==> src/rtl/addr_dec_pkg.sv <==
// Shared definitions for the multi-region address decoder: FSM encoding,
// default memory map and a helper to pull one slice out of a packed map vector.
package addr_dec_pkg;

  typedef enum logic [1:0] {
    IDLE = 2'd0,
    WAIT = 2'd1,
    RESP = 2'd2
  } state_e;

  // Slice 0 (least significant) is region 0.
  localparam logic [127:0] DEF_REGION_BASE  = {32'h00001B00, 32'h00002000, 32'h00000000, 32'h00001730};
  localparam logic [127:0] DEF_REGION_LIMIT = {32'h00001BFF, 32'h00002FFF, 32'h000003FF, 32'h00001B2F};
  localparam logic [15:0]  DEF_WAIT_STATES  = {4'd2, 4'd3, 4'd1, 4'd0};

  localparam int VEC_W_MAX   = 1024;
  localparam int SLICE_W_MAX = 64;

  // Returns slice idx of the given width; callers truncate to their own width.
  function automatic logic [SLICE_W_MAX-1:0] slice_of(
    input logic [VEC_W_MAX-1:0] vec,
    input int unsigned          idx,
    input int unsigned          width
  );
    return SLICE_W_MAX'(vec >> (idx * width));
  endfunction

endpackage

==> src/rtl/addr_region_match.sv <==
// Inclusive unsigned range check for one decoded region; an inverted range never hits.
module addr_region_match #(
  parameter int ADDR_W = 32
) (
  input  logic [ADDR_W-1:0] adress,
  input  logic [ADDR_W-1:0] base,
  input  logic [ADDR_W-1:0] limit,
  output logic              hit
);

  assign hit = (adress >= base) && (adress <= limit);

endmodule

==> src/rtl/addr_decoder_multi.sv <==
// Multi-region chip-select decoder: lowest-index priority match, registered
// one-hot select and offset, per-region wait states, then ack (plus err on a miss).
module addr_decoder_multi
  import addr_dec_pkg::*;
#(
  parameter int ADDR_W    = 32,
  parameter int N_REGIONS = 4,
  parameter int WAIT_W    = 4,
  parameter logic [N_REGIONS*ADDR_W-1:0] REGION_BASE  = DEF_REGION_BASE,
  parameter logic [N_REGIONS*ADDR_W-1:0] REGION_LIMIT = DEF_REGION_LIMIT,
  parameter logic [N_REGIONS*WAIT_W-1:0] WAIT_STATES  = DEF_WAIT_STATES
) (
  input  logic                 Clk,
  input  logic                 Rst_n,
  input  logic                 req,
  input  logic [ADDR_W-1:0]    adress,
  output logic [N_REGIONS-1:0] cs,
  output logic [ADDR_W-1:0]    offset,
  output logic                 busy,
  output logic                 ack,
  output logic                 err
);

  logic [N_REGIONS-1:0] hit;
  logic [N_REGIONS-1:0] prio_hit;
  logic [ADDR_W-1:0]    base_m [N_REGIONS];
  logic [WAIT_W-1:0]    wait_m [N_REGIONS];

  genvar gi;
  generate
    for (gi = 0; gi < N_REGIONS; gi++) begin : g_region
      localparam logic [ADDR_W-1:0] BASE_I  = ADDR_W'(slice_of(VEC_W_MAX'(REGION_BASE), gi, ADDR_W));
      localparam logic [ADDR_W-1:0] LIMIT_I = ADDR_W'(slice_of(VEC_W_MAX'(REGION_LIMIT), gi, ADDR_W));
      localparam logic [WAIT_W-1:0] WAIT_I  = WAIT_W'(slice_of(VEC_W_MAX'(WAIT_STATES), gi, WAIT_W));

      addr_region_match #(.ADDR_W(ADDR_W)) u_match (
        .adress (adress),
        .base   (BASE_I),
        .limit  (LIMIT_I),
        .hit    (hit[gi])
      );

      // A region only wins when no lower-indexed region also hits.
      if (gi == 0) begin : g_first
        assign prio_hit[gi] = hit[gi];
      end else begin : g_rest
        assign prio_hit[gi] = hit[gi] & ~(|hit[gi-1:0]);
      end

      assign base_m[gi] = {ADDR_W{prio_hit[gi]}} & BASE_I;
      assign wait_m[gi] = {WAIT_W{prio_hit[gi]}} & WAIT_I;
    end
  endgenerate

  logic [ADDR_W-1:0] sel_base;
  logic [WAIT_W-1:0] sel_wait;
  logic              any_hit;

  // prio_hit is one-hot or zero, so OR-ing the masked entries acts as a mux.
  always_comb begin
    sel_base = '0;
    sel_wait = '0;
    for (int i = 0; i < N_REGIONS; i++) begin
      sel_base = sel_base | base_m[i];
      sel_wait = sel_wait | wait_m[i];
    end
  end

  assign any_hit = |hit;

  state_e               state_q, state_d;
  logic [WAIT_W-1:0]    cnt_q, cnt_d;
  logic [N_REGIONS-1:0] cs_q, cs_d;
  logic [ADDR_W-1:0]    offset_q, offset_d;
  logic                 ack_q, ack_d;
  logic                 err_q, err_d;
  logic                 busy_q, busy_d;

  always_comb begin
    state_d  = state_q;
    cnt_d    = cnt_q;
    cs_d     = cs_q;
    offset_d = offset_q;
    ack_d    = 1'b0;
    err_d    = 1'b0;
    case (state_q)
      IDLE: begin
        cs_d     = '0;
        offset_d = '0;
        if (req) begin
          if (any_hit) begin
            cs_d     = prio_hit;
            offset_d = adress - sel_base;
            cnt_d    = sel_wait;
            if (sel_wait != '0) begin
              state_d = WAIT;
            end else begin
              state_d = RESP;
              ack_d   = 1'b1;
            end
          end else begin
            state_d = RESP;
            ack_d   = 1'b1;
            err_d   = 1'b1;
          end
        end
      end
      WAIT: begin
        cnt_d = cnt_q - WAIT_W'(1);
        if (cnt_q == WAIT_W'(1)) begin
          state_d = RESP;
          ack_d   = 1'b1;
        end
      end
      RESP: begin
        state_d  = IDLE;
        cs_d     = '0;
        offset_d = '0;
      end
      default: begin
        state_d  = IDLE;
        cs_d     = '0;
        offset_d = '0;
        cnt_d    = '0;
      end
    endcase
    busy_d = (state_d != IDLE);
  end

  always_ff @(posedge Clk or negedge Rst_n) begin
    if (!Rst_n) begin
      state_q  <= IDLE;
      cnt_q    <= '0;
      cs_q     <= '0;
      offset_q <= '0;
      ack_q    <= 1'b0;
      err_q    <= 1'b0;
      busy_q   <= 1'b0;
    end else begin
      state_q  <= state_d;
      cnt_q    <= cnt_d;
      cs_q     <= cs_d;
      offset_q <= offset_d;
      ack_q    <= ack_d;
      err_q    <= err_d;
      busy_q   <= busy_d;
    end
  end

  assign cs     = cs_q;
  assign offset = offset_q;
  assign busy   = busy_q;
  assign ack    = ack_q;
  assign err    = err_q;

endmodule

==> config.mk <==
export PLATFORM = sky130hd
export DESIGN_NAME = addr_decoder_multi
export DESIGN_NICKNAME = d
export VERILOG_FILES = /design/src/rtl/addr_dec_pkg.sv /design/src/rtl/addr_region_match.sv /design/src/rtl/addr_decoder_multi.sv
export SDC_FILE = /design/constraint.sdc
export NUM_CORES = 1
export LEC_CHECK = 0
export ABC_AREA = 1
export CAP_MARGIN = 15
export CORE_MARGIN = 2
export CORE_UTILIZATION = 40
export DETAILED_ROUTE_END_ITERATION = 6
export GPL_ROUTABILITY_DRIVEN = 0
export GPL_TIMING_DRIVEN = 1
export PLACE_DENSITY = 0.77
export REMOVE_ABC_BUFFERS = 1
export SLEW_MARGIN = 25
export SYNTH_ARGS = -nofsm -noshare
export SYNTH_HDL_FRONTEND = slang
export SYNTH_SLANG_ARGS = --single-unit
==> constraint.sdc <==
create_clock -name Clk -period 1.45 [get_ports Clk]
set_input_delay 0.2175 -clock Clk [delete_from_list [all_inputs] [get_ports Clk]]
set_output_delay 0.2175 -clock Clk [all_outputs]
set_load 0.05 [all_outputs]
==> flow_summary.toml, run 1 <==
[outcome]
status = "finished, violations left"
failed_checks = "negative setup slack"

[logic_synthesis]
synth_top_family_by_area = "simple AND/OR/NAND/NOR gates"
yosysSeqAreaShare = 0.467
synth_area_per_cell_um2 = 7.90
synth-simple-area-share = 0.304
yosysWarnings = 0
ys_ff_latch = 45
synth_cell_types = 30
synth_xor_area_frac = 0.0291
synth-async-reset-ratio = 1.00
synth_compound_area_frac = 0.0810
synthAdderAreaFrac = 0.0602
synth_edf_count = 0
synth_mux_area_frac = 0
syn_inst = 305
synthesis.area_mm2 = 0.00241
synth_flop_cell = "dfrtp_1"

[layout]
drive_gt1_frac = 0.537
fillers = 315
utilization = 0.793
antenna-diode-count = 0
area_growth_pct = 93.7
nets = 494
instances_no_fill = 524

[detailed_routing]
ant_nets = 0
wirelength_mm = 10.2
wl_per_cell_um = 19.4
drt_iter0_drc = 217
num_vias = 2944
drc = 0
drt-pass1-iter-count = 5
viasPerCell = 5.62

[power_and_ir_drop]
power_density_mw_per_mm2 = 571
p_sw_frac = 0.301
p_int_uw = 1860
power.net_switching_uw = 803
clock_power_share = 0.318
leakage_uw = 0.00230
ir_drop_uv = 477
finalPower_uw = 2670
seqPwrFrac = 0.476
pwr-share-comb = 0.206

[setup_path]
critPathMaxFanout = 4
arrival_ns = 2.88
worstSetupStartpointType = "primary input"
r2r-start = "state_q[1]$_DFF_PN0_"
cp-startpoint = "adress[5]"
critPathRequiredTime_ns = 1.72
critPathCaptureType = "flip-flop"
worstSetupPathType = "in2reg"

[sta]
setup_viol = 35
skew_ns = 0.00828
rsz0062_at_grt = "true"
finalMaxSlewViolations = 0
setup_tns_ns = -26.80
finalHoldViolCount = 0
min_period_ns = 2.61
slew_headroom = 0.712
tightest_slew_ns = 0.432
fin_ws_ns = -1.16
timing.final.crit_share = 1.80
clock.fmax_mhz = 383

[global_routing]
overflow = 0
grt_max_degree = 40
grt_pass1_vias = 2731
grt_antenna_before_repair = 0
grtUsageTotal = 0.258
grt_pass1_wl_mm = 12.8

[die]
rows = 28
die_w_um = 81.6
ios = 74
die-height_um = 81.6
die_area_mm2 = 0.00666
core_mm2 = 0.00589
floorplan.initialDensity = 0.409

[job]
maxCapViolCount = 0

[place]
hpwl_mm = 4.93
port_buffers = 73
dpl.cell_count = 499

[clock_tree]
root_buffer = "clkbuf_8"
clockBufferDepth = 2
clk_pin_slew_ns = 0.09
clock_latency_ns = 0.33
h-tree-depth = 2
cts-buffers-inserted = 5
tritoncts = "built"
cts.sinks = 45

[hold_path]
hp-class = "in2reg"
hp-start = "adress[3]"
==> cells in the mapped netlist, types with 2 or more instances <==
cell / number / area [µm²]
nand2_1: 114 / 428
dfrtp_1: 45 / 1130
inv_1: 29 / 109
nor2_1: 23 / 86.3
o21ai_0: 17 / 85.1
nand3_1: 13 / 65.1
ha_1: 10 / 125
a21oi_1: 8 / 40.0
xor2_1: 6 / 52.6
nor2_2: 5 / 31.3
or2_2: 4 / 25.0
clkbuf_1: 3 / 11.3
nand4_1: 3 / 18.8
nor3_1: 3 / 15.0
a31oi_1: 2 / 12.5
nand2_2: 2 / 12.5
o211ai_1: 2 / 15.0
o21bai_1: 2 / 15.0
o22ai_1: 2 / 12.5
xnor2_1: 2 / 17.5
==> sequential cells by signal, indices dropped and copies added (netlist names) <==
| signal | cells |
|---|---|
| ack | 1 |
| busy | 1 |
| cnt_q | 4 |
| cs | 4 |
| err | 1 |
| offset | 32 |
| state_q | 2 |
==> repair_timing <==
item                                    in CTS  in global routing
hold endpoints to repair                    18                  0
pin swaps                                   55                 30
endpoints found under the setup margin      41                 39
gates cloned                                 2                  0
setup buffers                               11                  6
gates resized for setup                    175                 71
hold buffers                                 1                  0
==> placed cells by master, fill, tap and decap left out, drive strengths merged, types with 4 or more instances in the layout <==
cell,instances
nand3,13
nand2,118
xor2,6
ha,10
buf,128
inv,31
clkdlybuf4s15,6
clkbuf,6
a21oi,8
nor3,4
nor2,28
dfrtp,45
nand4,4
o21ai,17
or2,4
==> area by class of cell <==
| cell class | instances | area, µm² | area share |
|---|---|---|---|
| well taps | 75 | 93.8 | 0.0201 |
| flip-flops and latches | 45 | 1130 | 0.241 |
| multi-input cells | 226 | 1580 | 0.338 |
| clock buffers | 5 | 68.8 | 0.0147 |
| inverters | 30 | 125 | 0.0268 |
| repair buffers | 140 | 1660 | 0.355 |
| clock inverters | 3 | 21.3 | 0.00456 |
==> final timing paths <==
kind / end / slack (ns) / cells after the start
worst max-delay path: offset[25]$_DFFE_PN0P_ / -1.16 / 17
worst min-delay path: offset[3]$_DFFE_PN0P_ / 0.12 / 3
worst max register to register: state_q[0]$_DFF_PN0_ / -0.05 / 5
worst min register to register: cnt_q[1]$_DFFE_PN0P_ / 0.55 / 2
max in group asynchronous: state_q[0]$_DFF_PN0_ / 0.60 / 3
min in group asynchronous: offset[31]$_DFFE_PN0P_ / 0.36 / 2
==> kinds of logic (layout without fill, tap and decap cells) <==
| logic type | Yosys count | after routing |
|---|---|---|
| adders and majority gates | 11 | 11 |
| AOI/OAI and AO/OA | 35 | 35 |
| buffers and inverters | 35 | 178 |
| xor gates and xnor gates | 8 | 8 |
| and+or+nand+nor | 171 | 172 |
| DFF | 45 | 45 |
==> critical path, cell delays in order <==
cell and delay (ns):
clkdlybuf4s15_2 0.20, nand2_2 0.09, nor2_1 0.15, nand2_1 0.12, a21oi_2 0.20, nand2_4 0.08
nor3_4 0.24, nor2_4 0.09, buf_4 0.16, ha_4 0.28, buf_4 0.12, nand2_2 0.07
nor3_4 0.25, a21oi_4 0.13, xor2_2 0.25, nand2_2 0.13, nand2_2 0.08
==> metal layers <==
layer,track usage,routed length (µm),vias to the layer above,part of all wire
li1,-,-,1254,-
met1,0.305,3560,1411,0.35
met2,0.448,5030,214,0.49
met3,0.0484,909,65,0.089
met4,0.130,679,0,0.067
met5,0,0,-,0
==> stage by stage <==
stage / hold slack, ns / instance area [µm²] / setup WS, ns
finish: 0.119 / 4670 / -1.16
global route: 0.145 / 4670 / -1.21
CTS: 0.254 / 4370 / -0.931
detailed placement: 0.177 / 4000 / -1.71
global placement: 0.168 / 4000 / -1.59
floorplan: -0.0781 / 2380 / -0.960
==> power by group through the flow <==
stage | clock network (µW) | logic (µW) | registers, µW
2_1_floorplan | 0 | 117 | 1310
3_3_place_gp | 0 | 378 | 1290
3_5_place_dp | 0 | 389 | 1290
4_1_cts | 812 | 427 | 1270
5_1_grt | 876 | 580 | 1270
6_report | 847 | 550 | 1270
(Power assumes the default switching activity.)
==> run 2, diff against run 1 <==
- CORE_MARGIN: 2 -> 5
- RECOVER_POWER: default -> 100
==> flow_summary.toml, run 2 (synthesis gave the netlist of run 1 again) <==
[outcome]
status = "finished, violations left"
failed_checks = "negative setup slack"

[place]
dpl_worst_slack_ns = -1.79
hpwl_mm = 5.21
port_buffers = 73
dpl.cell_count = 498

[layout]
final_common_cell = "nand2_1"
utilization = 0.760
antenna-diode-count = 0
nets = 514
fillers = 372
instances_no_fill = 544
drive_gt1_frac = 0.542
layout_common_cells = "nand2_1, buf_4, dfrtp_1"
largest_reg_flops = 32
area_growth_pct = 85.6

[clock_tree]
tritoncts = "built"
clk_pin_slew_ns = 0.09
cts.sinks = 45
clockBufferDepth = 2
h-tree-depth = 2
cts-buffers-inserted = 5
root_buffer = "clkbuf_8"
clock_latency_ns = 0.32

[detailed_routing]
drt-pass1-iter-count = 5
num_vias = 3174
wl_per_cell_um = 22.7
ant_nets = 0
viasPerCell = 5.83
wirelength_mm = 12.3
drt_iter0_drc = 305
drc = 0

[power_and_ir_drop]
power_density_mw_per_mm2 = 689
ir_drop_uv = 497
finalPower_uw = 3080
leakage_uw = 0.00254

[sta]
fin_ws_ns = -1.17
setup_viol = 34
timing.final.crit_share = 1.81
finalHoldViolCount = 0
slew_headroom = 0.588
clock.fmax_mhz = 381
tightest_slew_ns = 0.618
finalMaxSlewViolations = 0
min_period_ns = 2.62
rsz0062_at_grt = "true"
skew_ns = 0.0142
setup_tns_ns = -27.70

[setup_path]
critPathMaxFanout = 5
crit_top_cell = "buf_6"
reg2reg_depth = 6
cp-startpoint = "adress[14]"
slowest_stage = "o31ai_4"
path_cells = "buf_6 -> nor2_4 -> nand2_4 -> buf_6 -> a21oi_4 -> nand2_4 -> nor3_4 -> nor2_4 -> ha_4 -> buf_4 -> nand2_2 -> inv_2 -> a21oi_4 -> nor3_4 -> o31ai_4 -> nand3_4 -> buf_6 -> nand2_2"
r2r-start = "state_q[0]$_DFF_PN0_"
worstSetupPathType = "in2reg"
reg2reg_setup_slack_ns = -0.30
critPathCaptureType = "flip-flop"
worstSetupStartpointType = "primary input"
cpPeakStageDelay_ns = 0.33
critPathRequiredTime_ns = 1.71
arrival_ns = 2.88
r2r_end = "offset[9]$_DFFE_PN0P_"

[die]
core_mm2 = 0.00589
floorplan.initialDensity = 0.409
die_w_um = 87.6
ios = 74
rows = 28
die-height_um = 87.6
die_area_mm2 = 0.00768

[hold_path]
hp-start = "adress[2]"
hp-class = "in2reg"
min_path_cells = 3
hold_end = "offset[2]$_DFFE_PN0P_"

[global_routing]
grt_max_degree = 46
grtUsageTotal = 0.240
grt_pass1_vias = 2948
use_met1 = 0.274
use_met3 = 0.0470
overflow = 0
grt_antenna_before_repair = 1
grt_pass1_wl_mm = 14.3
use_met2 = 0.425
busiest_layer = "met2"

[job]
maxCapViolCount = 0
run 2: cell types whose count changed in the layout (fill, tap and decap cells not counted), sizes merged:
cell	delta
clkbuf	+25
dlymetal6s2s	+16
clkinv	-1
dlygate4sd2	-1
inv	-1
clkdlybuf4s15	-2
bufinv	+2
nand2	+1
buf	-19
run 2: critical path, delay by kind of cell:
kind / cells / cell delay [ns]
buf+inv: 5 / 0.57
simple gates: 9 / 1.05
fa+ha+maj: 1 / 0.25
compound gates: 3 / 0.76
run 2: worst max-delay path by stage:
stage | to | slack [ns] | depth (start not counted)
final | offset[24]$_DFFE_PN0P_ | -1.17 | 18
after CTS | offset[26]$_DFFE_PN0P_ | -0.89 | 20
after detailed placement | offset[26]$_DFFE_PN0P_ | -1.79 | 19
after global placement | offset[26]$_DFFE_PN0P_ | -1.60 | 17
after floorplan | offset[14]$_DFFE_PN0P_ | -0.96 | 16
after global routing | offset[25]$_DFFE_PN0P_ | -1.23 | 16
run 2: what timing repair did:
item	CTS	global route
resized for setup	191	80
cloned	2	1
pin swaps	51	42
endpoints found under the hold margin	35	0
setup endpoints to repair	41	40
buffers inserted	24	17
hold buffers	1	0
run 2: area by class of cell:
class	count	area, µm²	share of cell area
clock inverters	3	68.8	0.0154
repair buffers	159	1280	0.287
flip-flops and latches	45	1130	0.252
well taps	75	93.8	0.0210
inverters	30	124	0.0277
clock buffers	5	68.8	0.0154
multi-input cells	227	1710	0.382
run 2: through the flow:
step	hold slack [ns]	cell area, µm²
2_1_floorplan	-0.0781	2380
3_3_place_gp	0.319	3970
3_5_place_dp	0.325	3970
4_1_cts	0.234	4510
5_1_grt	0.252	4470
6_report	0.226	4470
run 2: power breakdown:
group | switching [µW] | internal (µW)
Clock | 494 | 694
Sequential | 5.57 | 1260
Combinational | 333 | 292
run 2: routing by layer:
metal / up-vias / share of wire / wire, µm
met1: 1515 / 0.33 / 4120
met4: 2 / 0.085 / 1050
li1: 1298 / - / -
met3: 100 / 0.11 / 1350
met2: 259 / 0.47 / 5780
met5: - / 0.0015 / 18
